## src/rtl/seg7_pkg.sv

```systemverilog
// Shared types and segment codes for the multiplexed seven-segment driver.
// Codes are active-high {g,f,e,d,c,b,a}; polarity is applied at the pins.
package seg7_pkg;

    typedef logic [6:0] seg7_t;

    localparam int NUM_DIGITS = 8;

    localparam seg7_t SEG_0   = 7'h3F;
    localparam seg7_t SEG_1   = 7'h06;
    localparam seg7_t SEG_2   = 7'h5B;
    localparam seg7_t SEG_3   = 7'h4F;
    localparam seg7_t SEG_4   = 7'h66;
    localparam seg7_t SEG_5   = 7'h6D;
    localparam seg7_t SEG_6   = 7'h7D;
    localparam seg7_t SEG_7   = 7'h07;
    localparam seg7_t SEG_8   = 7'h7F;
    localparam seg7_t SEG_9   = 7'h6F;
    localparam seg7_t SEG_A   = 7'h77;
    localparam seg7_t SEG_B   = 7'h7C;
    localparam seg7_t SEG_C   = 7'h39;
    localparam seg7_t SEG_D   = 7'h5E;
    localparam seg7_t SEG_E   = 7'h79;
    localparam seg7_t SEG_F   = 7'h71;
    localparam seg7_t SEG_OFF = 7'h00;

    function automatic seg7_t hex_seg(input logic [3:0] nib);
        seg7_t s;
        s = SEG_OFF;
        case (nib)
            4'h0: s = SEG_0;
            4'h1: s = SEG_1;
            4'h2: s = SEG_2;
            4'h3: s = SEG_3;
            4'h4: s = SEG_4;
            4'h5: s = SEG_5;
            4'h6: s = SEG_6;
            4'h7: s = SEG_7;
            4'h8: s = SEG_8;
            4'h9: s = SEG_9;
            4'hA: s = SEG_A;
            4'hB: s = SEG_B;
            4'hC: s = SEG_C;
            4'hD: s = SEG_D;
            4'hE: s = SEG_E;
            4'hF: s = SEG_F;
            default: s = SEG_OFF;
        endcase
        return s;
    endfunction

endpackage

```

## src/rtl/seg7_scan_display_hex_to_seg7.sv

```systemverilog
// Combinational hex nibble to active-high segment pattern.
// Blanking and pin polarity are handled by the caller.
module hex_to_seg7
    import seg7_pkg::*;
(
    input  logic [3:0] i_nib,
    output seg7_t      o_seg
);

    assign o_seg = hex_seg(i_nib);

endmodule

```

## src/rtl/seg7_scan_display.sv

```systemverilog
// Eight-digit multiplexed hex display with per-frame snapshot,
// inter-digit anode blanking and optional leading-zero suppression.
module seg7_scan_display
    import seg7_pkg::*;
#(
    parameter int SCAN_DIV       = 100000,
    parameter int BLANK_CYC      = 2,
    parameter int SEG_ACTIVE_LOW = 1
) (
    input  logic                  clk,
    input  logic                  rst_n,
    input  logic [31:0]           led_data,
    input  logic                  blank_lz,
    input  logic [7:0]            dp_mask,
    output logic [6:0]            seg,
    output logic                  dp,
    output logic [NUM_DIGITS-1:0] an,
    output logic                  frame_tick
);

    localparam int PW = (SCAN_DIV > 1) ? $clog2(SCAN_DIV) : 1;
    localparam logic [PW-1:0] PRE_MAX = PW'(SCAN_DIV - 1);
    localparam logic [PW-1:0] BLANK_LIM = PW'(BLANK_CYC);
    localparam logic INV = (SEG_ACTIVE_LOW != 0);
    localparam logic [7:0] AN_IDLE = {8{INV}};
    localparam logic [6:0] SEG_IDLE = {7{INV}};

    logic [PW-1:0] r_pre;
    logic [2:0]    r_idx;
    logic [31:0]   r_snap;
    logic [7:0]    r_snap_dp;
    logic          r_tick;
    logic [7:0]    r_an;
    logic [6:0]    r_seg;
    logic          r_dp;

    logic          w_wrap;
    logic [4:0]    w_shamt;
    logic [3:0]    w_nib;
    logic [31:0]   w_hi;
    logic          w_blank;
    logic          w_active;
    seg7_t         w_raw;
    logic [7:0]    w_an_hi;
    logic [6:0]    w_seg_hi;
    logic          w_dp_hi;

    assign w_wrap   = (r_pre == PRE_MAX);
    assign w_shamt  = {r_idx, 2'b00};
    assign w_nib    = r_snap[w_shamt +: 4];
    assign w_hi     = r_snap >> w_shamt;
    assign w_blank  = blank_lz && (r_idx != 3'd0) && (w_hi == '0);
    assign w_active = (r_pre >= BLANK_LIM);

    hex_to_seg7 u_dec (
        .i_nib (w_nib),
        .o_seg (w_raw)
    );

    // Slot prescaler and digit index advance.
    always_ff @(posedge clk or negedge rst_n) begin
        if (!rst_n) begin
            r_pre <= '0;
            r_idx <= 3'd0;
        end else if (w_wrap) begin
            r_pre <= '0;
            r_idx <= r_idx + 3'd1;
        end else begin
            r_pre <= r_pre + 1'b1;
        end
    end

    // Capture the display word at the end of digit 7 so a frame never tears.
    always_ff @(posedge clk or negedge rst_n) begin
        if (!rst_n) begin
            r_snap    <= '0;
            r_snap_dp <= '0;
            r_tick    <= 1'b0;
        end else begin
            r_tick <= w_wrap && (r_idx == 3'd7);
            if (w_wrap && (r_idx == 3'd7)) begin
                r_snap    <= led_data;
                r_snap_dp <= dp_mask;
            end
        end
    end

    // Active-high view of the next pin state; everything dark while blanking.
    always_comb begin
        w_an_hi  = 8'h00;
        w_seg_hi = SEG_OFF;
        w_dp_hi  = 1'b0;
        if (w_active) begin
            w_an_hi  = 8'b1 << r_idx;
            w_seg_hi = w_blank ? SEG_OFF : w_raw;
            w_dp_hi  = r_snap_dp[r_idx];
        end
    end

    // Registered pin stage with board polarity applied.
    always_ff @(posedge clk or negedge rst_n) begin
        if (!rst_n) begin
            r_an  <= AN_IDLE;
            r_seg <= SEG_IDLE;
            r_dp  <= INV;
        end else begin
            r_an  <= w_an_hi ^ AN_IDLE;
            r_seg <= w_seg_hi ^ SEG_IDLE;
            r_dp  <= w_dp_hi ^ INV;
        end
    end

    assign an         = r_an;
    assign seg        = r_seg;
    assign dp         = r_dp;
    assign frame_tick = r_tick;

endmodule

```

## config.mk

```make
export PLATFORM = sky130hd
export DESIGN_NAME = seg7_scan_display
export DESIGN_NICKNAME = d
export VERILOG_FILES = /design/src/rtl/seg7_pkg.sv /design/src/rtl/seg7_scan_display_hex_to_seg7.sv /design/src/rtl/seg7_scan_display.sv
export SDC_FILE = /design/constraint.sdc
export NUM_CORES = 1
export LEC_CHECK = 0
export CORE_MARGIN = 1
export CORE_UTILIZATION = 49
export DETAILED_ROUTE_END_ITERATION = 8
export PLACE_DENSITY = 0.8
export RECOVER_POWER = 25
export SLEW_MARGIN = 20
export SYNTH_ARGS = -nofsm -noshare
export SYNTH_HDL_FRONTEND = slang
export SYNTH_HIERARCHICAL = 1
export SYNTH_SLANG_ARGS = --single-unit
```

## constraint.sdc

```tcl
create_clock -name clk -period 2.3 [get_ports clk]
set_input_delay 0.23 -clock clk [delete_from_list [all_inputs] [get_ports clk]]
set_output_delay 0.23 -clock clk [all_outputs]
set_load 0.005 [all_outputs]
```

==> impl_metrics.json <==
{
  "fp.dieH_um": 92.0,
  "n_antenna_cell": 0,
  "numCtsBuffers": 9,
  "critPathMaxFanout": 5,
  "rrSetupSlack_ns": 0.05,
  "antenna_found_initial": 0,
  "max-cap-violations": 0,
  "cp_cell_sequence": "buf_4 -> mux4_2 -> nand2_1 -> nand2_2 -> inv_2 -> ha_1 -> mux4_1 -> o211ai_1",
  "reg2reg_depth": 8,
  "arrival_ns": 2.52,
  "grt_pass1_vias": 2959,
  "syn_nets": 379,
  "coreArea_mm2": 0.00777,
  "fin_skew_ns": 0.00863,
  "p_sw_mw": 0.616,
  "drc": 0,
  "root_buffer": "clkbuf_8",
  "slowest_stage": "mux4_2",
  "yosysSeqAreaShare_pct": 49.1,
  "cts_tree": "built",
  "r2r-end": "seg[3]$_DFF_PN1_",
  "rr_startpoint": "r_idx[0]$_DFFE_PN0N_",
  "ios": 60,
  "ys_types": 52,
  "final_common_cell": "dfrtp_1",
  "vias": 2830,
  "grt_pass1_wl_mm": 14.0,
  "hpwl_mm": 6.07,
  "drtIter0Drc": 115,
  "synth_edf_count": 0,
  "multi_input_area_mm2": 0.00189,
  "power.internal_mw": 2.10,
  "routed_wl_mm": 8.15,
  "clk_path_buf_depth": 2,
  "track_usage_pct": 21.4,
  "cts_sinks": 77,
  "avgSynthCellArea_um2": 12.4,
  "place_congestion": 0.970,
  "regArea_mm2": 0.00195,
  "num-fill-cells": 621,
  "rows": 32,
  "cp.required_ns": 2.57,
  "pwr-share-clk_pct": 37.1,
  "io_buffers": 59,
  "mostFrequentLayoutCells": "dfrtp_1, clkdlybuf4s50_1, mux2_1, buf_4, nand2_1",
  "max_freq_mhz": 445,
  "fp.dieArea_mm2": 0.00846,
  "synth_cells": 321,
  "final_core_util_pct": 65.1,
  "p_seq_share_pct": 53.3,
  "setup.worst_path.end_class": "flop",
  "swShare_pct": 22.7,
  "grt_max_degree": 43,
  "drt-pass1-iter-count": 4,
  "synth_flop_cell": "dfrtp_1",
  "setup_viol": 0,
  "htreeDepth": 3,
  "leakagePower_nw": 2.10,
  "clk_latency_ns": 0.36,
  "hold_viol_final": 0,
  "min_period_ns": 2.25,
  "ant_nets": 0,
  "drive_gt1_share_pct": 22.5,
  "yosysWarnings": 6,
  "syn_area_mm2": 0.00397,
  "worstSetupEndpoint": "seg[3]$_DFF_PN1_",
  "tightestPinTransition_ns": 0.876,
  "avgViaCountPerCell": 5.48,
  "slew_viol_final": 0,
  "grt_overflow_total": 0,
  "die_x_um": 92.0,
  "critPathMaxStageDelay_ns": 0.51,
  "slew_headroom_pct": 41.6,
  "async_flop_share_pct": 100,
  "peakVddDrop_uv": 355,
  "crit_type": "reg2reg",
  "start_util_pct": 51.1,
  "crit_start": "r_idx[0]$_DFFE_PN0N_",
  "powerDensity_mw_per_mm2": 537,
  "post-route-period-util_pct": 97.6,
  "ys_ff_latch": 77,
  "holdCritPathClass": "in2reg",
  "drt-wirelength-per-cell_um": 15.8,
  "status": "complete, no violations",
  "cts.clk_slew.worst_paths_ns": 0.07,
  "nNetsFinal": 467,
  "p_comb_share_pct": 9.6,
  "area_growth_pct": 27.5,
  "start_kind": "flop",
  "timing.hold.ws_ns": 0.465
}
[logic make-up after synthesis]
kind of cell,after synthesis,synth area share (%)
compound gates,35,7.10
xor+xnor,14,3.09
fa+ha+maj,15,4.73
buf+inv,24,3.56
flops,77,49.1
mux,59,19.8
simple gates,97,12.6
[area by class of cell]
type	count	area share, %
flip-flops and latches	77	38.5
multi-input cells	220	37.3
repair buffers	91	17.1
clock buffers	12	2.87
well taps	102	2.52
clock inverters	4	0.940
inverters	10	0.742
[synthesized netlist by cell type (9+ instances only)]
cell      instances  area [µm²]
dfstp_2          16         420
nor4_1           11        68.8
o211ai_1          9        67.6
ha_1             15         188
nor2_1           21        78.8
mux4_2           10         225
nand2_1          24        90.1
mux2_1           40         450
dfrtp_1          61        1530
[per-layer routing]
layer | GRT usage (%) | vias up | wire length, µm
li1 | - | 1346 | -
met1 | 28.0 | 1385 | 3680
met2 | 35.0 | 82 | 3980
met3 | 3.48 | 17 | 338
met4 | 10.0 | 0 | 162
met5 | 0 | - | 0
[how the worst min path moves through the flow]
| stage | from | to | slack (ns) | cells past startpoint |
|---|---|---|---|---|
| global route | led_data[29] | r_snap[29]$_DFFE_PN0P_ | 0.46 | 2 |
| finish | led_data[10] | r_snap[10]$_DFFE_PN0P_ | 0.46 | 2 |
| floorplan | rst_n | frame_tick$_DFF_PN0_ | -0.07 | 0 |
| global placement | rst_n | r_snap_dp[6]$_DFFE_PN0P_ | 0.34 | 1 |
| CTS | led_data[6] | r_snap[6]$_DFFE_PN0P_ | 0.45 | 2 |
| detailed placement | rst_n | r_snap_dp[4]$_DFFE_PN0P_ | 0.35 | 1 |
[flip-flops by register name, summed over array words and instances, names as in the netlist]
register	flops
an	8
dp	1
frame_tick	1
r_idx	3
r_pre	17
r_snap	32
r_snap_dp	8
seg	7
[power groups by stage]
stage          Clock, mW  Combinational, mW  Sequential (mW)
2_1_floorplan          0              0.100             1.46
3_3_place_gp           0              0.252             1.47
3_5_place_dp           0              0.259             1.47
4_1_cts             1.03              0.262             1.45
5_1_grt             1.07              0.286             1.45
6_report            1.01              0.261             1.45
[metrics by stage]
stage / worst slack [ns] / setup TNS, ns / instances / power (mW) / area [µm²]
after floorplan: 0.0864 / 0 / 321 / 1.56 / 3970
after global placement: -0.0934 / -0.644 / 494 / 1.72 / 4810
after detailed placement: -0.167 / -1.08 / 494 / 1.73 / 4810
after CTS: 0.0170 / 0 / 513 / 2.74 / 5030
after global routing: -0.0134 / -0.0219 / 516 / 2.81 / 5060
final: 0.0546 / 0 / 516 / 2.71 / 5060
[repair_timing]
item                       CTS  global route
resized for setup            1             7
setup endpoints to repair    7             7
hold buffers                 1             0
hold endpoints to repair    19             0
setup buffers                2             3
[critical path: cells and delay by family, from the launching register on]
family | cells | cell delay (ns)
AOI/OAI and AO/OA | 1 | 0.11
adders and majority gates | 1 | 0.24
buffers and inverters | 2 | 0.22
DFF | 1 | 0.41
muxes | 2 | 1.00
and+or+nand+nor | 2 | 0.18
Power figures use the tool's default switching activity.
